`src/rtl/lockstep_pkg.sv`:
```
// Shared definitions for the lockstep comparator: fault-kind codes, FSM states
// and the legal range of the core0-to-core1 skew.
package lockstep_pkg;

  localparam int DELAY_MIN = 1;
  localparam int DELAY_MAX = 16;

  localparam logic [1:0] KIND_NONE   = 2'b00;
  localparam logic [1:0] KIND_RESULT = 2'b01;
  localparam logic [1:0] KIND_INSTR  = 2'b10;
  localparam logic [1:0] KIND_BOTH   = 2'b11;

  typedef enum logic {
    ST_MONITOR = 1'b0,
    ST_FAULT   = 1'b1
  } state_e;

  // Out-of-range skews are pinned to the nearest legal depth.
  function automatic int clamp_delay(input int d);
    if (d < DELAY_MIN) return DELAY_MIN;
    if (d > DELAY_MAX) return DELAY_MAX;
    return d;
  endfunction

endpackage

```
`src/rtl/lockstep_delay_line.sv`:
```
// Valid-tagged shift register that realigns the leading core's retire record
// with the trailing core; reset drops every in-flight entry.
module lockstep_delay_line #(
  parameter int WIDTH = 8,
  parameter int DEPTH = 5
) (
  input  logic             i_clk,
  input  logic             i_rst_n,
  input  logic             i_valid,
  input  logic [WIDTH-1:0] i_data,
  output logic             o_valid,
  output logic [WIDTH-1:0] o_data
);

  logic [DEPTH-1:0] r_valid;
  logic [WIDTH-1:0] r_data [DEPTH];

  always_ff @(posedge i_clk or negedge i_rst_n) begin
    if (!i_rst_n) begin
      r_valid <= '0;
      for (int i = 0; i < DEPTH; i++) begin
        r_data[i] <= '0;
      end
    end else begin
      r_valid[0] <= i_valid;
      r_data[0]  <= i_data;
      for (int i = 1; i < DEPTH; i++) begin
        r_valid[i] <= r_valid[i-1];
        r_data[i]  <= r_data[i-1];
      end
    end
  end

  assign o_valid = r_valid[DEPTH-1];
  assign o_data  = r_data[DEPTH-1];

endmodule

```
`src/rtl/lockstep_compare_unit.sv`:
```
// Lockstep checker: compares core1 against core0 delayed by DELAY cycles and
// raises desync, counted data mismatches and a threshold/sticky fault.
module lockstep_compare_unit
  import lockstep_pkg::*;
#(
  parameter int DATA_W = 32,
  parameter int PC_W   = 8,
  parameter int DELAY  = 5,
  parameter int CNT_W  = 8,
  parameter int THRESH = 1,
  parameter int STICKY = 1
) (
  input  logic              clk,
  input  logic              rst,
  input  logic              valid0,
  input  logic [DATA_W-1:0] result0,
  input  logic [PC_W-1:0]   pc0,
  input  logic [DATA_W-1:0] rs1_0,
  input  logic [DATA_W-1:0] rs2_0,
  input  logic [DATA_W-1:0] instr0,
  input  logic              valid1,
  input  logic [DATA_W-1:0] result1,
  input  logic [PC_W-1:0]   pc1,
  input  logic [DATA_W-1:0] rs1_1,
  input  logic [DATA_W-1:0] rs2_1,
  input  logic [DATA_W-1:0] instr1,
  input  logic              err_clear,
  output logic              error_detected,
  output logic              desync,
  output logic [CNT_W-1:0]  mismatch_cnt,
  output logic [PC_W-1:0]   err_pc,
  output logic [1:0]        err_kind,
  output state_e            dbg_state
);

  localparam int PAYLOAD_W = PC_W + 4 * DATA_W;
  localparam int DEPTH     = clamp_delay(DELAY);
  localparam logic [CNT_W-1:0] CNT_MAX  = '1;
  localparam logic [CNT_W-1:0] THRESH_C = CNT_W'(THRESH);

  logic                 w_t_valid;
  logic [PAYLOAD_W-1:0] w_tail;
  logic [PC_W-1:0]      w_t_pc;
  logic [DATA_W-1:0]    w_t_rs1, w_t_rs2, w_t_res, w_t_ins;

  lockstep_delay_line #(
    .WIDTH (PAYLOAD_W),
    .DEPTH (DEPTH)
  ) u_delay_line (
    .i_clk   (clk),
    .i_rst_n (rst),
    .i_valid (valid0),
    .i_data  ({pc0, rs1_0, rs2_0, result0, instr0}),
    .o_valid (w_t_valid),
    .o_data  (w_tail)
  );

  assign {w_t_pc, w_t_rs1, w_t_rs2, w_t_res, w_t_ins} = w_tail;

  logic       w_both, w_tag_match, w_res_diff, w_ins_diff;
  logic       w_data_mm, w_desync_ev, w_match;
  logic [1:0] w_kind;

  // A compare happens only when both sides retire in the same cycle.
  assign w_both      = w_t_valid && valid1;
  assign w_tag_match = (w_t_pc == pc1) && (w_t_rs1 == rs1_1) && (w_t_rs2 == rs2_1);
  assign w_res_diff  = (w_t_res != result1);
  assign w_ins_diff  = (w_t_ins != instr1);
  assign w_data_mm   = w_both && w_tag_match && (w_res_diff || w_ins_diff);
  assign w_desync_ev = w_both && !w_tag_match;
  assign w_match     = w_both && w_tag_match && !w_res_diff && !w_ins_diff;
  assign w_kind      = w_res_diff ? (w_ins_diff ? KIND_BOTH : KIND_RESULT)
                                  : (w_ins_diff ? KIND_INSTR : KIND_NONE);

  logic [CNT_W-1:0] r_cnt, w_cnt_base, w_cnt_next;

  // err_clear takes effect before a coincident mismatch is counted.
  always_comb begin
    w_cnt_base = err_clear ? '0 : r_cnt;
    w_cnt_next = w_cnt_base;
    if (w_data_mm && (w_cnt_base != CNT_MAX)) begin
      w_cnt_next = w_cnt_base + 1'b1;
    end
  end

  state_e r_state, w_state_base, w_state_next;
  logic   w_capture;

  always_comb begin
    w_state_base = err_clear ? ST_MONITOR : r_state;
    w_state_next = w_state_base;
    w_capture    = 1'b0;
    case (w_state_base)
      ST_MONITOR: begin
        if (w_data_mm && (w_cnt_next >= THRESH_C)) begin
          w_state_next = ST_FAULT;
          w_capture    = 1'b1;
        end
      end
      ST_FAULT: begin
        if ((STICKY == 0) && w_match) begin
          w_state_next = ST_MONITOR;
        end
      end
      default: w_state_next = ST_MONITOR;
    endcase
  end

  always_ff @(posedge clk or negedge rst) begin
    if (!rst) begin
      r_state <= ST_MONITOR;
    end else begin
      r_state <= w_state_next;
    end
  end

  logic            r_err, r_desync;
  logic [PC_W-1:0] r_err_pc;
  logic [1:0]      r_err_kind;

  always_ff @(posedge clk or negedge rst) begin
    if (!rst) begin
      r_cnt      <= '0;
      r_err      <= 1'b0;
      r_desync   <= 1'b0;
      r_err_pc   <= '0;
      r_err_kind <= KIND_NONE;
    end else begin
      r_cnt    <= w_cnt_next;
      r_err    <= (w_state_next == ST_FAULT);
      r_desync <= (r_desync && !err_clear) || w_desync_ev;
      if (w_capture) begin
        r_err_pc   <= w_t_pc;
        r_err_kind <= w_kind;
      end else if (err_clear) begin
        r_err_pc   <= '0;
        r_err_kind <= KIND_NONE;
      end
    end
  end

  assign error_detected = r_err;
  assign desync         = r_desync;
  assign mismatch_cnt   = r_cnt;
  assign err_pc         = r_err_pc;
  assign err_kind       = r_err_kind;
  assign dbg_state      = r_state;

endmodule

```
`config.mk`:
```
export PLATFORM = sky130hd
export DESIGN_NAME = lockstep_compare_unit
export DESIGN_NICKNAME = d
export VERILOG_FILES = /design/src/rtl/lockstep_pkg.sv /design/src/rtl/lockstep_delay_line.sv /design/src/rtl/lockstep_compare_unit.sv
export SDC_FILE = /design/constraint.sdc
export NUM_CORES = 1
export LEC_CHECK = 0
export CAP_MARGIN = 5
export CORE_MARGIN = 2
export CORE_UTILIZATION = 55
export CTS_BUF_LIST = sky130_fd_sc_hd__clkbuf_4 sky130_fd_sc_hd__clkbuf_8
export DETAILED_ROUTE_END_ITERATION = 8
export DONT_BUFFER_PORTS = 1
export PLACE_DENSITY = 0.7
export REMOVE_ABC_BUFFERS = 1
export SLEW_MARGIN = 20
export SYNTH_ARGS = -nofsm -noshare
export SYNTH_HDL_FRONTEND = slang
export SYNTH_SLANG_ARGS = --single-unit
```
`constraint.sdc`:
```
create_clock -name clk -period 2.6 [get_ports clk]
set_input_delay 0.65 -clock clk [delete_from_list [all_inputs] [get_ports clk]]
set_output_delay 0.65 -clock clk [all_outputs]
set_load 0.1 [all_outputs]
```
==> out/results.ini, run 1 <==
[floorplan]
die_h_um=194.0
core_um2=35570
dieArea_um2=37620
die_w_um=194.0
rows=69
initial_core_util_pct=55.79
ios=298

[timing]
relSlewSlack_pct=7.757
finalWorstSetupSlack_ns=-0.2889
worst_pin_slew_ns=1.384
timing.fmax_mhz=346.2
fin_crit_ns=2.889
rsz0062_at_grt=yes
fin_crit_sh_pct=111.1
setup_tns_ns=-3.793
finalSetupViolations=17
hold_ws_ns=-0.3053
skew_ns=0.02240
finalHoldViolCount=513
drv_slew=0

[place]
place_ws_ns=-0.8560
dp.cells=1490
port-buffer-count=0
hpwl_um=18920
gp_congestion=0.8155

[routing]
drt_iter0_drc=422
dr.pass1.iters=4
wirelength_um=32740
via_per_inst=4.647
num_vias=8467
avgRoutedWirePerCell_um=17.97
postRouteAntennaNets=0
drcViolationCount=0

[clocking]
htree_levels=3
clk_path_buf_depth=3
cts_root_buf=clkbuf_8
clkTransAtPathRegs_ns=0.06
clock_sinks=705
cts_buffers=103
cts_tree=built
ctsHoldBuffers=137
clock_latency_ns=0.65

[logic_synthesis]
synth-async-reset-ratio_pct=100.0
syn_area_um2=19850
netlist_instances=990
synth_area_leader_cell=dfrtp_1
synth_ff_type=dfrtp_1
synth_mux_area_share_pct=0.05674
synthAdderAreaFrac_pct=0.06305
synth.area.top_cells=dfrtp_1, xor2_1, nor4_1
synth_compound_area_share_pct=1.173
synth-simple-area-share_pct=2.743
synth-xor-area-share_pct=6.399
ys_seq_area_share_pct=88.90
yosysUniqueCellTypes=41
yosys.area.top_type_share_pct=88.90
synth-seq-cells=705
syn_area_per_cell_um2=20.05
synth_top_family_by_area=XOR/XNOR gates
synth_edf_count=0
ys_warn_count=0

[outcome]
violations=negative hold slack, negative setup slack
status=finished with violations

[hold_path]
min_path_type=input port to async pin

[critical_path]
rr_startpoint=u_delay_line.o_data[46]
cp-startpoint=u_delay_line.o_data[46]
cp-start-kind=flip-flop
cp.arrival_ns=3.40
crit_path_end=err_kind[1]
worstSetupEndpointType=flip-flop
crit_fanout=10
reg2reg_setup_slack_ns=-0.29
reg2regPathDepth=10
critical_path_required_ns=3.11
criticalPathCategory=flip-flop to flip-flop
r2r-end=err_kind[1]

[pwr]
total_power_mw=21.10
power.leakage_nw=11.13
powerDensity_nw_per_um2=860.9
vdd_drop_max_mv=0.6876

[finish]
utilization_pct=68.90
areaGrowthSynthToFinish_pct=23.49
layout.cells.most_common_list=dfrtp_1, dlygate4sd3_1, xor2_1
antennaDiodeCount=0
finalNetCount=1564
instances_no_fill=1822
drive_gt1_share_pct=19.47
final_common_cell=dfrtp_1

[grt]
antenna_found_initial=1
track_usage_pct=18.12
grt_start_max_net_pins=706
grt_pass1_wl_um=51380
gr-total-overflow=0
grt_pass1_vias=9685

[run]
drv_cap=0

power by group:
group          leakage [nW]  switching [mW]  internal (mW)
sequential             8.26           0.181           11.5
combinational          1.70           0.147          0.258
clock                  1.17            3.89           5.10
cell type report:
class	instances	area, um2
sequential	705	17640
fill	2166	11060
multi-input combinational	260	2173
clock buffer	165	2046
timing repair buffer	195	1839
tap	461	576.8
clock inverter	15	150.1
inverter	21	78.83
worst max-delay path: stages, from the launching register on:
cell     delay [ns]
dfrtp_1        0.41
xor2_1         0.17
nor4_2         0.30
buf_4          0.16
nand4_1        0.22
or4_4          0.59
buf_6          0.16
a41o_2         0.29
a32oi_4        0.20
buf_12         0.17
o32ai_2        0.08
synthesized netlist by cell type, drive strengths merged (2+ instances only):
cell type and instances:
xnor2 13, or3 2, nor3 5, xor2 132
or2 2, a21oi 2, a31oi 2, o32ai 11
dfrtp 705, nor2b 2, inv 21, nor4 33
nand3 6, nand4 15, nor2 10, o21ai 3
buf 4, nand2 7
worst min path at each step:
| stage | start | endpoint | slack [ns] | cells past startpoint |
|---|---|---|---|---|
| 4_1_cts | rst | u_delay_line.r_data[601] | -0.37 | 0 |
| 6_report | rst | u_delay_line.r_data[465] | -0.31 | 0 |
| 3_5_place_dp | u_delay_line.r_data[240] | u_delay_line.o_data[104] | 0.33 | 0 |
| 3_3_place_gp | u_delay_line.r_data[277] | u_delay_line.r_data[141] | 0.33 | 0 |
| 2_1_floorplan | u_delay_line.r_data[136] | u_delay_line.o_data[0] | 0.33 | 0 |
| 5_1_grt | rst | u_delay_line.r_data[464] | -0.38 | 0 |
cells by family after synthesis:
kind of cell,count (synthesis)
and+or+nand+nor,86
xor gates and xnor gates,145
buffers and inverters,26
adders and majority gates,1
DFF,705
AOI/OAI and AO/OA,26
muxes,1
registers in the layout (all words and copies together), names as in the netlist:
register and flops:
desync 1, err_kind 2, err_pc 8, error_detected 1
mismatch_cnt 8, u_delay_line.o_data 136, u_delay_line.r_data 544, u_delay_line.r_valid 5
stage by stage:
stage               hold WS [ns]  instance area, um2
finish                   -0.3053               24510
global route             -0.3821               24510
CTS                      -0.3681               24430
detailed placement        0.3347               20700
global placement          0.3311               20700
floorplan                 0.3312               19790
layer usage:
layer / GRT usage, % / part of all wire, % / vias to the layer above / wire (um)
li1: - / - / 3814 / -
met1: 22.51 / 39 / 4305 / 12820
met2: 29.51 / 51 / 288 / 16680
met3: 6.610 / 7.5 / 58 / 2465
met4: 6.874 / 2.3 / 2 / 767
met5: 0 / 0.040 / - / 13
repair_timing:
item,in CTS,in global routing
cloned,0,1
endpoints found under the setup margin,19,19
endpoints found under the hold margin,842,705
pin swaps,8,7
gates resized for setup,8,10
setup buffers,13,1
Power figures use the tool's default switching activity.
==> inputs of run 2 (changes only) <==
Settings changed: SETUP_SLACK_MARGIN from default to 0.02.
==> results of run 2 <==
The final DEF is identical to that of run 1; final timing and power are the same.
